**src/rtl/decode_stage.sv**
```systemverilog
// ---------------------------------------------------------------------------
// decode_stage
//   RV32I instruction decode stage between fetch and execute.
//   Decodes register indices, class flags and the sign-extended immediate of
//   each accepted instruction into a single pipeline register. Drives the
//   register file read ports so that synchronous read data lines up with the
//   held instruction on the following cycle.
//
// Ports
//   clk, reset                    clock, synchronous active-low reset
//   if_valid/if_ready             fetch handshake
//   if_instr, if_pc               instruction word and its PC from fetch
//   flush                         branch redirect, discards held + incoming
//   read_reg_addr_1/2             register file rs1/rs2 read addresses
//   read_data_1/2                 register file read data (1-cycle latency)
//   ex_ready                      execute accepts the id bundle
//   id_valid, id_pc, id_instr     decoded bundle: valid, PC, raw instruction
//   id_rd, id_rs1, id_rs2         raw register index fields
//   id_rs1_data, id_rs2_data      operands (pass-through of read_data_*)
//   id_imm                        sign-extended immediate
//   id_reg_write                  instruction writes a non-zero rd
//   id_is_load/store/branch       instruction class flags
//   id_illegal                    unsupported opcode
// ---------------------------------------------------------------------------
module decode_stage #(
  parameter int unsigned XLEN      = 32,
  parameter logic [31:0] NOP_INSTR = 32'h0000_0013
) (
  input  logic            clk,
  input  logic            reset,
  input  logic            if_valid,
  input  logic [31:0]     if_instr,
  input  logic [XLEN-1:0] if_pc,
  output logic            if_ready,
  input  logic            flush,
  output logic [4:0]      read_reg_addr_1,
  output logic [4:0]      read_reg_addr_2,
  input  logic [XLEN-1:0] read_data_1,
  input  logic [XLEN-1:0] read_data_2,
  input  logic            ex_ready,
  output logic            id_valid,
  output logic [XLEN-1:0] id_pc,
  output logic [31:0]     id_instr,
  output logic [4:0]      id_rd,
  output logic [4:0]      id_rs1,
  output logic [4:0]      id_rs2,
  output logic [XLEN-1:0] id_rs1_data,
  output logic [XLEN-1:0] id_rs2_data,
  output logic [XLEN-1:0] id_imm,
  output logic            id_reg_write,
  output logic            id_is_load,
  output logic            id_is_store,
  output logic            id_is_branch,
  output logic            id_illegal
);

  localparam logic [6:0] OPC_LUI    = 7'b0110111;
  localparam logic [6:0] OPC_AUIPC  = 7'b0010111;
  localparam logic [6:0] OPC_JAL    = 7'b1101111;
  localparam logic [6:0] OPC_JALR   = 7'b1100111;
  localparam logic [6:0] OPC_BRANCH = 7'b1100011;
  localparam logic [6:0] OPC_LOAD   = 7'b0000011;
  localparam logic [6:0] OPC_STORE  = 7'b0100011;
  localparam logic [6:0] OPC_OPIMM  = 7'b0010011;
  localparam logic [6:0] OPC_OP     = 7'b0110011;
  localparam logic [6:0] OPC_FENCE  = 7'b0001111;
  localparam logic [6:0] OPC_SYSTEM = 7'b1110011;

  typedef enum logic [2:0] {
    FMT_R,
    FMT_I,
    FMT_S,
    FMT_B,
    FMT_U,
    FMT_J,
    FMT_X   // unsupported opcode: no operands, zero immediate
  } fmt_e;

  // Combinational decode of the incoming instruction
  logic [6:0]  w_opcode;
  logic [4:0]  w_rd;
  logic [4:0]  w_rs1;
  logic [4:0]  w_rs2;
  fmt_e        w_fmt;
  logic        w_is_load;
  logic        w_is_store;
  logic        w_is_branch;
  logic        w_illegal;
  logic        w_use_rs1;
  logic        w_use_rs2;
  logic        w_reg_write;
  logic [31:0] w_imm32;
  logic [XLEN-1:0] w_imm;

  // Handshake / hazard
  logic w_load_use;
  logic w_if_ready;
  logic w_accept;
  logic w_advance;

  // Pipeline register
  logic            r_valid;
  logic [XLEN-1:0] r_pc;
  logic [31:0]     r_instr;
  logic [4:0]      r_rd;
  logic [4:0]      r_rs1;
  logic [4:0]      r_rs2;
  logic            r_use_rs1;
  logic            r_use_rs2;
  logic [XLEN-1:0] r_imm;
  logic            r_reg_write;
  logic            r_is_load;
  logic            r_is_store;
  logic            r_is_branch;
  logic            r_illegal;

  assign w_opcode = if_instr[6:0];
  assign w_rd     = if_instr[11:7];
  assign w_rs1    = if_instr[19:15];
  assign w_rs2    = if_instr[24:20];

  always_comb begin
    w_fmt       = FMT_X;
    w_is_load   = 1'b0;
    w_is_store  = 1'b0;
    w_is_branch = 1'b0;
    w_illegal   = 1'b0;
    case (w_opcode)
      OPC_LUI, OPC_AUIPC: w_fmt = FMT_U;
      OPC_JAL:            w_fmt = FMT_J;
      OPC_JALR, OPC_OPIMM, OPC_FENCE, OPC_SYSTEM:
                          w_fmt = FMT_I;
      OPC_LOAD: begin
        w_fmt     = FMT_I;
        w_is_load = 1'b1;
      end
      OPC_STORE: begin
        w_fmt      = FMT_S;
        w_is_store = 1'b1;
      end
      OPC_BRANCH: begin
        w_fmt       = FMT_B;
        w_is_branch = 1'b1;
      end
      OPC_OP:             w_fmt = FMT_R;
      default:            w_illegal = 1'b1;
    endcase
  end

  assign w_use_rs1   = (w_fmt == FMT_R) || (w_fmt == FMT_I) ||
                       (w_fmt == FMT_S) || (w_fmt == FMT_B);
  assign w_use_rs2   = (w_fmt == FMT_R) || (w_fmt == FMT_S) || (w_fmt == FMT_B);
  assign w_reg_write = !w_illegal && !w_is_store && !w_is_branch && (w_rd != 5'd0);

  always_comb begin
    w_imm32 = '0;
    case (w_fmt)
      FMT_I: w_imm32 = {{20{if_instr[31]}}, if_instr[31:20]};
      FMT_S: w_imm32 = {{20{if_instr[31]}}, if_instr[31:25], if_instr[11:7]};
      FMT_B: w_imm32 = {{19{if_instr[31]}}, if_instr[31], if_instr[7],
                        if_instr[30:25], if_instr[11:8], 1'b0};
      FMT_U: w_imm32 = {if_instr[31:12], 12'b0};
      FMT_J: w_imm32 = {{11{if_instr[31]}}, if_instr[31], if_instr[19:12],
                        if_instr[20], if_instr[30:21], 1'b0};
      default: w_imm32 = '0;
    endcase
  end

  assign w_imm = XLEN'($signed(w_imm32));

  // A held load whose result the incoming instruction needs: its data is not
  // available until the load leaves execute, so hold fetch for one cycle.
  assign w_load_use = r_valid && r_is_load && (r_rd != 5'd0) &&
                      ((w_use_rs1 && (w_rs1 == r_rd)) ||
                       (w_use_rs2 && (w_rs2 == r_rd)));

  assign w_if_ready = reset && (!r_valid || ex_ready) && !w_load_use && !flush;
  assign w_accept   = if_valid && w_if_ready;
  assign w_advance  = r_valid && ex_ready;

  // Re-reading the held indices every stall cycle keeps the synchronous read
  // data aligned with the held instruction and picks up writebacks.
  always_comb begin
    if (w_accept) begin
      read_reg_addr_1 = w_use_rs1 ? w_rs1 : 5'd0;
      read_reg_addr_2 = w_use_rs2 ? w_rs2 : 5'd0;
    end else begin
      read_reg_addr_1 = r_use_rs1 ? r_rs1 : 5'd0;
      read_reg_addr_2 = r_use_rs2 ? r_rs2 : 5'd0;
    end
  end

  always_ff @(posedge clk) begin
    if (!reset) begin
      r_valid     <= 1'b0;
      r_pc        <= '0;
      r_instr     <= NOP_INSTR;
      r_rd        <= '0;
      r_rs1       <= '0;
      r_rs2       <= '0;
      r_use_rs1   <= 1'b0;
      r_use_rs2   <= 1'b0;
      r_imm       <= '0;
      r_reg_write <= 1'b0;
      r_is_load   <= 1'b0;
      r_is_store  <= 1'b0;
      r_is_branch <= 1'b0;
      r_illegal   <= 1'b0;
    end else if (flush) begin
      r_valid <= 1'b0;
    end else if (w_accept) begin
      r_valid     <= 1'b1;
      r_pc        <= if_pc;
      r_instr     <= if_instr;
      r_rd        <= w_rd;
      r_rs1       <= w_rs1;
      r_rs2       <= w_rs2;
      r_use_rs1   <= w_use_rs1;
      r_use_rs2   <= w_use_rs2;
      r_imm       <= w_imm;
      r_reg_write <= w_reg_write;
      r_is_load   <= w_is_load;
      r_is_store  <= w_is_store;
      r_is_branch <= w_is_branch;
      r_illegal   <= w_illegal;
    end else if (w_advance) begin
      r_valid <= 1'b0;
    end
  end

  assign if_ready     = w_if_ready;
  assign id_valid     = r_valid;
  assign id_pc        = r_pc;
  assign id_instr     = r_instr;
  assign id_rd        = r_rd;
  assign id_rs1       = r_rs1;
  assign id_rs2       = r_rs2;
  assign id_rs1_data  = read_data_1;
  assign id_rs2_data  = read_data_2;
  assign id_imm       = r_imm;
  assign id_reg_write = r_reg_write;
  assign id_is_load   = r_is_load;
  assign id_is_store  = r_is_store;
  assign id_is_branch = r_is_branch;
  assign id_illegal   = r_illegal;

endmodule
```
**config.mk**
```make
export PLATFORM = sky130hd
export DESIGN_NAME = decode_stage
export DESIGN_NICKNAME = d
export VERILOG_FILES = /design/src/rtl/decode_stage.sv
export SDC_FILE = /design/constraint.sdc
export NUM_CORES = 1
export LEC_CHECK = 0
export ABC_CLOCK_PERIOD_IN_PS = 5700
export CORE_MARGIN = 10
export CORE_UTILIZATION = 41
export DETAILED_ROUTE_END_ITERATION = 6
export GPL_ROUTABILITY_DRIVEN = 0
export PLACE_DENSITY = 0.89
export SLEW_MARGIN = 30
export SYNTH_ARGS = -nofsm -noshare
export SYNTH_HDL_FRONTEND = slang
export SYNTH_SLANG_ARGS = --single-unit
```
**constraint.sdc**
```tcl
create_clock -name clk -period 5.7 [get_ports clk]
set_input_delay 0.57 -clock clk [delete_from_list [all_inputs] [get_ports clk]]
set_output_delay 0.57 -clock clk [all_outputs]
set_load 0.05 [all_outputs]
```
==> flow_metrics.env, run 1 <==
export IMPL_outcome="completed"
export IMPL_diodes=0
export IMPL_rows=42
export IMPL_yosys_most_used_dff="dfxtp_1"
export IMPL_powerDensity_nw_per_um2=273
export IMPL_drv_cap=0
export IMPL_ioPinCount=325
export IMPL_start_util_pct=41.8
export IMPL_core_um2=13200
export IMPL_synthCells=646
export IMPL_max_freq_mhz=210
export IMPL_nets=876
export IMPL_clk_pin_slew_ns=0.07
export IMPL_numPortBuffers=196
export IMPL_worst_slack_ns=0.941
export IMPL_vias=4511
export IMPL_synth_edf_count=0
export IMPL_critPathKind="in2out"
export IMPL_cts_buffers=9
export IMPL_max_slew_margin_pct=39.9
export IMPL_yosysWarnings=0
export IMPL_p_seq_share_pct=40.9
export IMPL_drv_slew=0
export IMPL_seq_area_um2=2080
export IMPL_grt_pass1_vias=4423
export IMPL_drtPass1Iterations=5
export IMPL_grt_pass1_wl_mm=25.0
export IMPL_ir_drop_uv=186
export IMPL_yosys_cell_types_count=46
export IMPL_switching_share_pct=33.5
export IMPL_routed_wl_mm=16.4
export IMPL_endpoint_kind="output port"
export IMPL_cts_setup_buffers=0
export IMPL_root_buffer="clkbuf_16"
export IMPL_grt_overflow=0
export IMPL_cts_max_path_buffers=2
export IMPL_tightest_slew_ns=0.900
export IMPL_yosysSeqAreaShare_pct=37.7
export IMPL_drc=0
export IMPL_viasPerCell=4.88
export IMPL_synthTopCellsByArea="dfxtp_1 38%, mux2i_1 18%, buf_4 11%, nand2_1 8.8%, inv_1 4.2%"
export IMPL_die_y_um=136
export IMPL_wire_per_inst_um=17.7
export IMPL_fillers=1199
export IMPL_final_common_cell="clkdlybuf4s50_1"
export IMPL_async_reset_ff_share_pct=0
export IMPL_hpwl_mm=12.5
export IMPL_grt_max_degree=64
export IMPL_dp_slack_ns=0.989
export IMPL_die_x_um=136
export IMPL_crit_arrival_ns=4.19
export IMPL_clock_sinks=104
export IMPL_yosys_area_top_type_share_pct=37.7
export IMPL_syn_area_um2=5530
export IMPL_finalHoldViolations=0
export IMPL_fin_setup_tns_ns=0
export IMPL_antenna_found_initial=0
export IMPL_drtIter0Drc=209
export IMPL_p_int_w=0.00132
export IMPL_die_area_um2=18500
export IMPL_grt_use_total_pct=17.1
export IMPL_crit_path_start_kind="primary input"
export IMPL_power_frac_comb_pct=27.6
export IMPL_power_leakage_nw=3.29
export IMPL_min_path_type="reg2reg"
export IMPL_p_switching_w=0.000665
export IMPL_period_needed_ns=4.76
export IMPL_clock_skew_ns=0.00766
export IMPL_cts_tree="done"
export IMPL_postCtsHoldBufs=0
export IMPL_synth_area_per_cell_um2=8.56
export IMPL_rsz0062_at_grt="no"
export IMPL_finalSetupViolations=0
export IMPL_cts_max_level=3
export IMPL_final_util_pct=54.8
export IMPL_syn_nets=779
export IMPL_worstPathMaxFanout=18
export IMPL_cts_resized=0
export IMPL_ant_nets=0
export IMPL_layout_drive_gt1_share_pct=4.28
export IMPL_finalCritPeriodShare_pct=83.5
export IMPL_clk_latency_ns=0.35
export IMPL_synth_top_area_cell="dfxtp_1"
export IMPL_area_delta_synth_final_pct=31.2
export IMPL_required_ns=5.13
export IMPL_p_clk_share_pct=31.5
export IMPL_multi_input_area_um2=2410
export IMPL_final_cell_mix="195 x clkdlybuf4s50_1, 130 x nand2_1, 104 x dfxtp_1"
export IMPL_synth_seq_cells=104
## worst max-delay path: stages
cell and delay, ns:
clkdlybuf4s50_1 0.76, nor3b_2 0.34, a221o_1 0.27, nand4_1 0.48, a21oi_4 0.29, buf_4 0.34, mux2i_1 0.28, clkdlybuf4s50_1 0.85
## cell type report
| type | instances | area share (%) |
|---|---|---|
| Clock buffer | 9 | 3.10 |
| Clock inverter | 7 | 0.966 |
| Inverter | 63 | 3.26 |
| Multi-Input combinational cell | 362 | 33.2 |
| Sequential cell | 104 | 28.7 |
| Tap cell | 176 | 3.04 |
| Timing Repair Buffer | 203 | 27.7 |
## cell families (layout without fill, tap and decap cells)
family / Yosys count / after routing / share of synthesized area, %
simple gates: 180 / 180 / 14.7
mux: 104 / 104 / 18.9
xor+xnor: 11 / 11 / 1.74
flops: 104 / 104 / 37.7
compound gates: 67 / 67 / 8.01
buf+inv: 180 / 282 / 19.0
## layer usage
metal / GRT usage (%) / vias up / wire (µm)
met1: 20.4 / 2072 / 6650
li1: - / 2225 / -
met2: 28.4 / 198 / 7980
met3: 6.24 / 16 / 1540
met5: 0 / - / 0
met4: 4.38 / 0 / 204
## cells in the mapped netlist (2+ instances only)
cell type / instances
buf_2: 7
or3_1: 2
buf_4: 84
nor2b_1: 4
a31oi_1: 2
clkbuf_1: 18
nand4_1: 2
mux2i_1: 101
nor2_1: 5
a211oi_1: 21
xor2_1: 10
buf_6: 7
inv_1: 62
a21oi_1: 17
o21ai_0: 9
nand4b_1: 2
nor3_1: 5
mux2_2: 3
and2_1: 3
nand2b_1: 8
nand2_1: 130
dfxtp_1: 104
a22oi_1: 11
and3b_1: 2
nand3_1: 3
and3_1: 4
## state kept, by name, summed over array words and instances (netlist names)
signal	flops
id_illegal	1
id_reg_write	1
id_is_branch	1
id_is_store	1
id_pc	32
id_imm	32
id_valid	1
id_is_load	1
r_use_rs2	1
r_use_rs1	1
id_instr	32
## path summary, 6_finish.rpt
kind                              to  depth (start not counted)   startpoint  slack (ns)
setup / recovery  read_reg_addr_2[0]                          8  if_instr[3]        0.94
hold / removal              id_pc[9]                          2     id_pc[9]        0.46
setup reg to reg         id_instr[0]                          7  id_instr[8]        2.68
hold reg to reg             id_pc[9]                          2     id_pc[9]        0.46
## metrics by stage
| stage | std cells | total power, W | cell area [µm²] | hold WS [ns] |
|---|---|---|---|---|
| CTS | 924 | 0.00200 | 7250 | 0.462 |
| floorplan | 646 | 0.00131 | 5530 | 0.489 |
| global placement | 908 | 0.00137 | 6950 | 0.444 |
| detailed placement | 908 | 0.00138 | 6950 | 0.451 |
| finish | 924 | 0.00198 | 7250 | 0.456 |
| global route | 924 | 0.00207 | 7250 | 0.477 |
## power groups by stage
stage | logic (W) | clock network (W) | registers (W)
detailed placement | 0.000549 | 0 | 0.000829
finish | 0.000547 | 0.000625 | 0.000812
global route | 0.000575 | 0.000672 | 0.000818
global placement | 0.000544 | 0 | 0.000826
floorplan | 0.000313 | 0 | 0.000993
CTS | 0.000551 | 0.000641 | 0.000812
(Power assumes the default switching activity.)
==> inputs of run 2 (changes only) <==
Settings changed: ABC_CLOCK_PERIOD_IN_PS 5700 to 4200, CORE_UTILIZATION 41 to 35, PLACE_DENSITY 0.89 to 0.81.
Clock period 5.7 ns to 4.2 ns, I/O delays scaled along.
==> flow_metrics.env, run 2 (synthesized netlist as in run 1, its figures left out) <==
export IMPL_r2r_end="id_pc[5]"
export IMPL_area_delta_synth_final_pct=34.5
export IMPL_endpoint_kind="output port"
export IMPL_power_leakage_nw=3.37
export IMPL_core_um2=15300
export IMPL_ant_nets=0
export IMPL_final_common_cell="clkdlybuf4s50_1"
export IMPL_ioPinCount=325
export IMPL_vias=4587
export IMPL_final_cell_mix="185 x clkdlybuf4s50_1, 130 x nand2_1, 104 x dfxtp_1"
export IMPL_final_util_pct=48.6
export IMPL_min_path_type="reg2reg"
export IMPL_clk_latency_ns=0.36
export IMPL_switching_share_pct=33.9
export IMPL_cts_resized=0
export IMPL_fin_setup_tns_ns=0
export IMPL_min_to="id_is_branch"
export IMPL_required_ns=3.78
export IMPL_cts_max_level=3
export IMPL_p_clk_share_pct=30.4
export IMPL_drv_cap=0
export IMPL_worstPathMaxFanout=14
export IMPL_drtPass1Iterations=5
export IMPL_cts_setup_buffers=0
export IMPL_worstHoldPathCells=2
export IMPL_antenna_found_initial=0
export IMPL_nets=882
export IMPL_cts_max_path_buffers=2
export IMPL_p_seq_share_pct=41.4
export IMPL_finalHoldViolations=0
export IMPL_tightest_slew_ns=0.842
export IMPL_r2r_start="id_instr[8]"
export IMPL_finalSetupViolations=0
export IMPL_holdCritStartpoint="id_is_branch"
export IMPL_clock_skew_ns=0.0127
export IMPL_clk_pin_slew_ns=0.08
export IMPL_period_needed_ns=3.60
export IMPL_powerDensity_nw_per_um2=358
export IMPL_clock_sinks=104
export IMPL_outcome="completed"
export IMPL_reg2reg_depth=8
export IMPL_drv_slew=0
export IMPL_max_slew_margin_pct=43.8
export IMPL_cts_tree="done"
export IMPL_finalCritPeriodShare_pct=85.8
export IMPL_die_x_um=146
export IMPL_grt_pass1_vias=4550
export IMPL_drtIter0Drc=372
export IMPL_ir_drop_uv=242
export IMPL_rows=45
export IMPL_numPortBuffers=196
export IMPL_cts_buffers=9
export IMPL_layout_drive_gt1_share_pct=6.10
export IMPL_die_y_um=146
export IMPL_rsz0062_at_grt="no"
export IMPL_grt_use_total_pct=15.3
export IMPL_viasPerCell=4.75
export IMPL_start_util_pct=36.1
export IMPL_routed_wl_mm=16.7
export IMPL_hpwl_mm=12.9
export IMPL_wire_per_inst_um=17.3
export IMPL_p_switching_w=0.000902
export IMPL_grt_pass1_wl_mm=26.3
export IMPL_root_buffer="clkbuf_16"
export IMPL_grt_overflow=0
export IMPL_power_frac_comb_pct=28.2
export IMPL_r2r_slack_ns=1.53
export IMPL_fillers=1459
export IMPL_crit_path_start_kind="primary input"
export IMPL_critPathKind="in2out"
export IMPL_grt_max_degree=64
export IMPL_diodes=0
export IMPL_drc=0
export IMPL_crit_arrival_ns=3.18
export IMPL_p_int_w=0.00176
export IMPL_max_freq_mhz=278
export IMPL_die_area_um2=21200
export IMPL_postCtsHoldBufs=0
## run 2: cell count changes in the layout (fill, tap and decap cells not counted), sizes merged, moves of 2 or more
cell           change
buf               +16
clkdlybuf4s50     -10
clkbuf             +2
clkinv             -2
inv                +2
## run 2: critical path: stages
cell and delay, ns:
clkdlybuf4s50_1 0.64, and4bb_1 0.43, and3_1 0.41, a31oi_1 0.23, a21oi_4 0.27, buf_4 0.27, mux2i_1 0.32, buf_12 0.18
## run 2: final cells by class
type	instances	area, µm²	area share, %
Sequential cell	104	2080	28.0
Inverter	63	236	3.18
Clock buffer	11	243	3.26
Timing Repair Buffer	209	2170	29.2
Multi-Input combinational cell	362	2400	32.3
Tap cell	211	264	3.55
Clock inverter	5	38.8	0.522
## run 2: how the worst max path moves through the flow
| stage | start | end | slack, ns | depth (start not counted) |
|---|---|---|---|---|
| floorplan | id_instr[10] | read_reg_addr_1[4] | 1.11 | 7 |
| global placement | if_instr[3] | read_reg_addr_2[4] | 0.73 | 9 |
| detailed placement | if_instr[3] | read_reg_addr_2[1] | 0.64 | 8 |
| CTS | if_instr[3] | read_reg_addr_2[1] | 0.62 | 8 |
| global route | if_instr[3] | read_reg_addr_2[1] | 0.36 | 9 |
| finish | if_instr[3] | read_reg_addr_2[1] | 0.60 | 8 |
## run 2: layer usage
metal | GRT usage [%] | vias up | share of wire, %
li1 | - | 2236 | -
met1 | 17.8 | 2162 | 42
met2 | 25.8 | 163 | 50
met3 | 5.00 | 26 | 6.5
met4 | 4.95 | 0 | 2.1
met5 | 0 | - | 0
## run 2: stage by stage
step,cell area (µm²),power (W),hold WS [ns],instances,setup slack (ns)
5_1_grt,7440,0.00277,0.478,965,0.359
3_5_place_dp,7150,0.00188,0.451,949,0.640
2_1_floorplan,5530,0.00177,0.489,646,1.11
4_1_cts,7440,0.00270,0.461,965,0.624
6_report,7440,0.00266,0.457,965,0.597
3_3_place_gp,7150,0.00187,0.443,949,0.728
## run 2: power groups by stage
stage | sequential [W] | combinational (W) | clock (W)
5_1_grt | 0.00111 | 0.000791 | 0.000871
2_1_floorplan | 0.00135 | 0.000425 | 0
3_3_place_gp | 0.00112 | 0.000750 | 0
3_5_place_dp | 0.00112 | 0.000755 | 0
6_report | 0.00110 | 0.000750 | 0.000809
4_1_cts | 0.00110 | 0.000757 | 0.000840
==> inputs of run 3 (changes only) <==
Settings changed: CTS_CLUSTER_DIAMETER set to 40.
==> results of run 3 <==
Same layout as run 2: the final DEF is identical, and so are final timing and power.
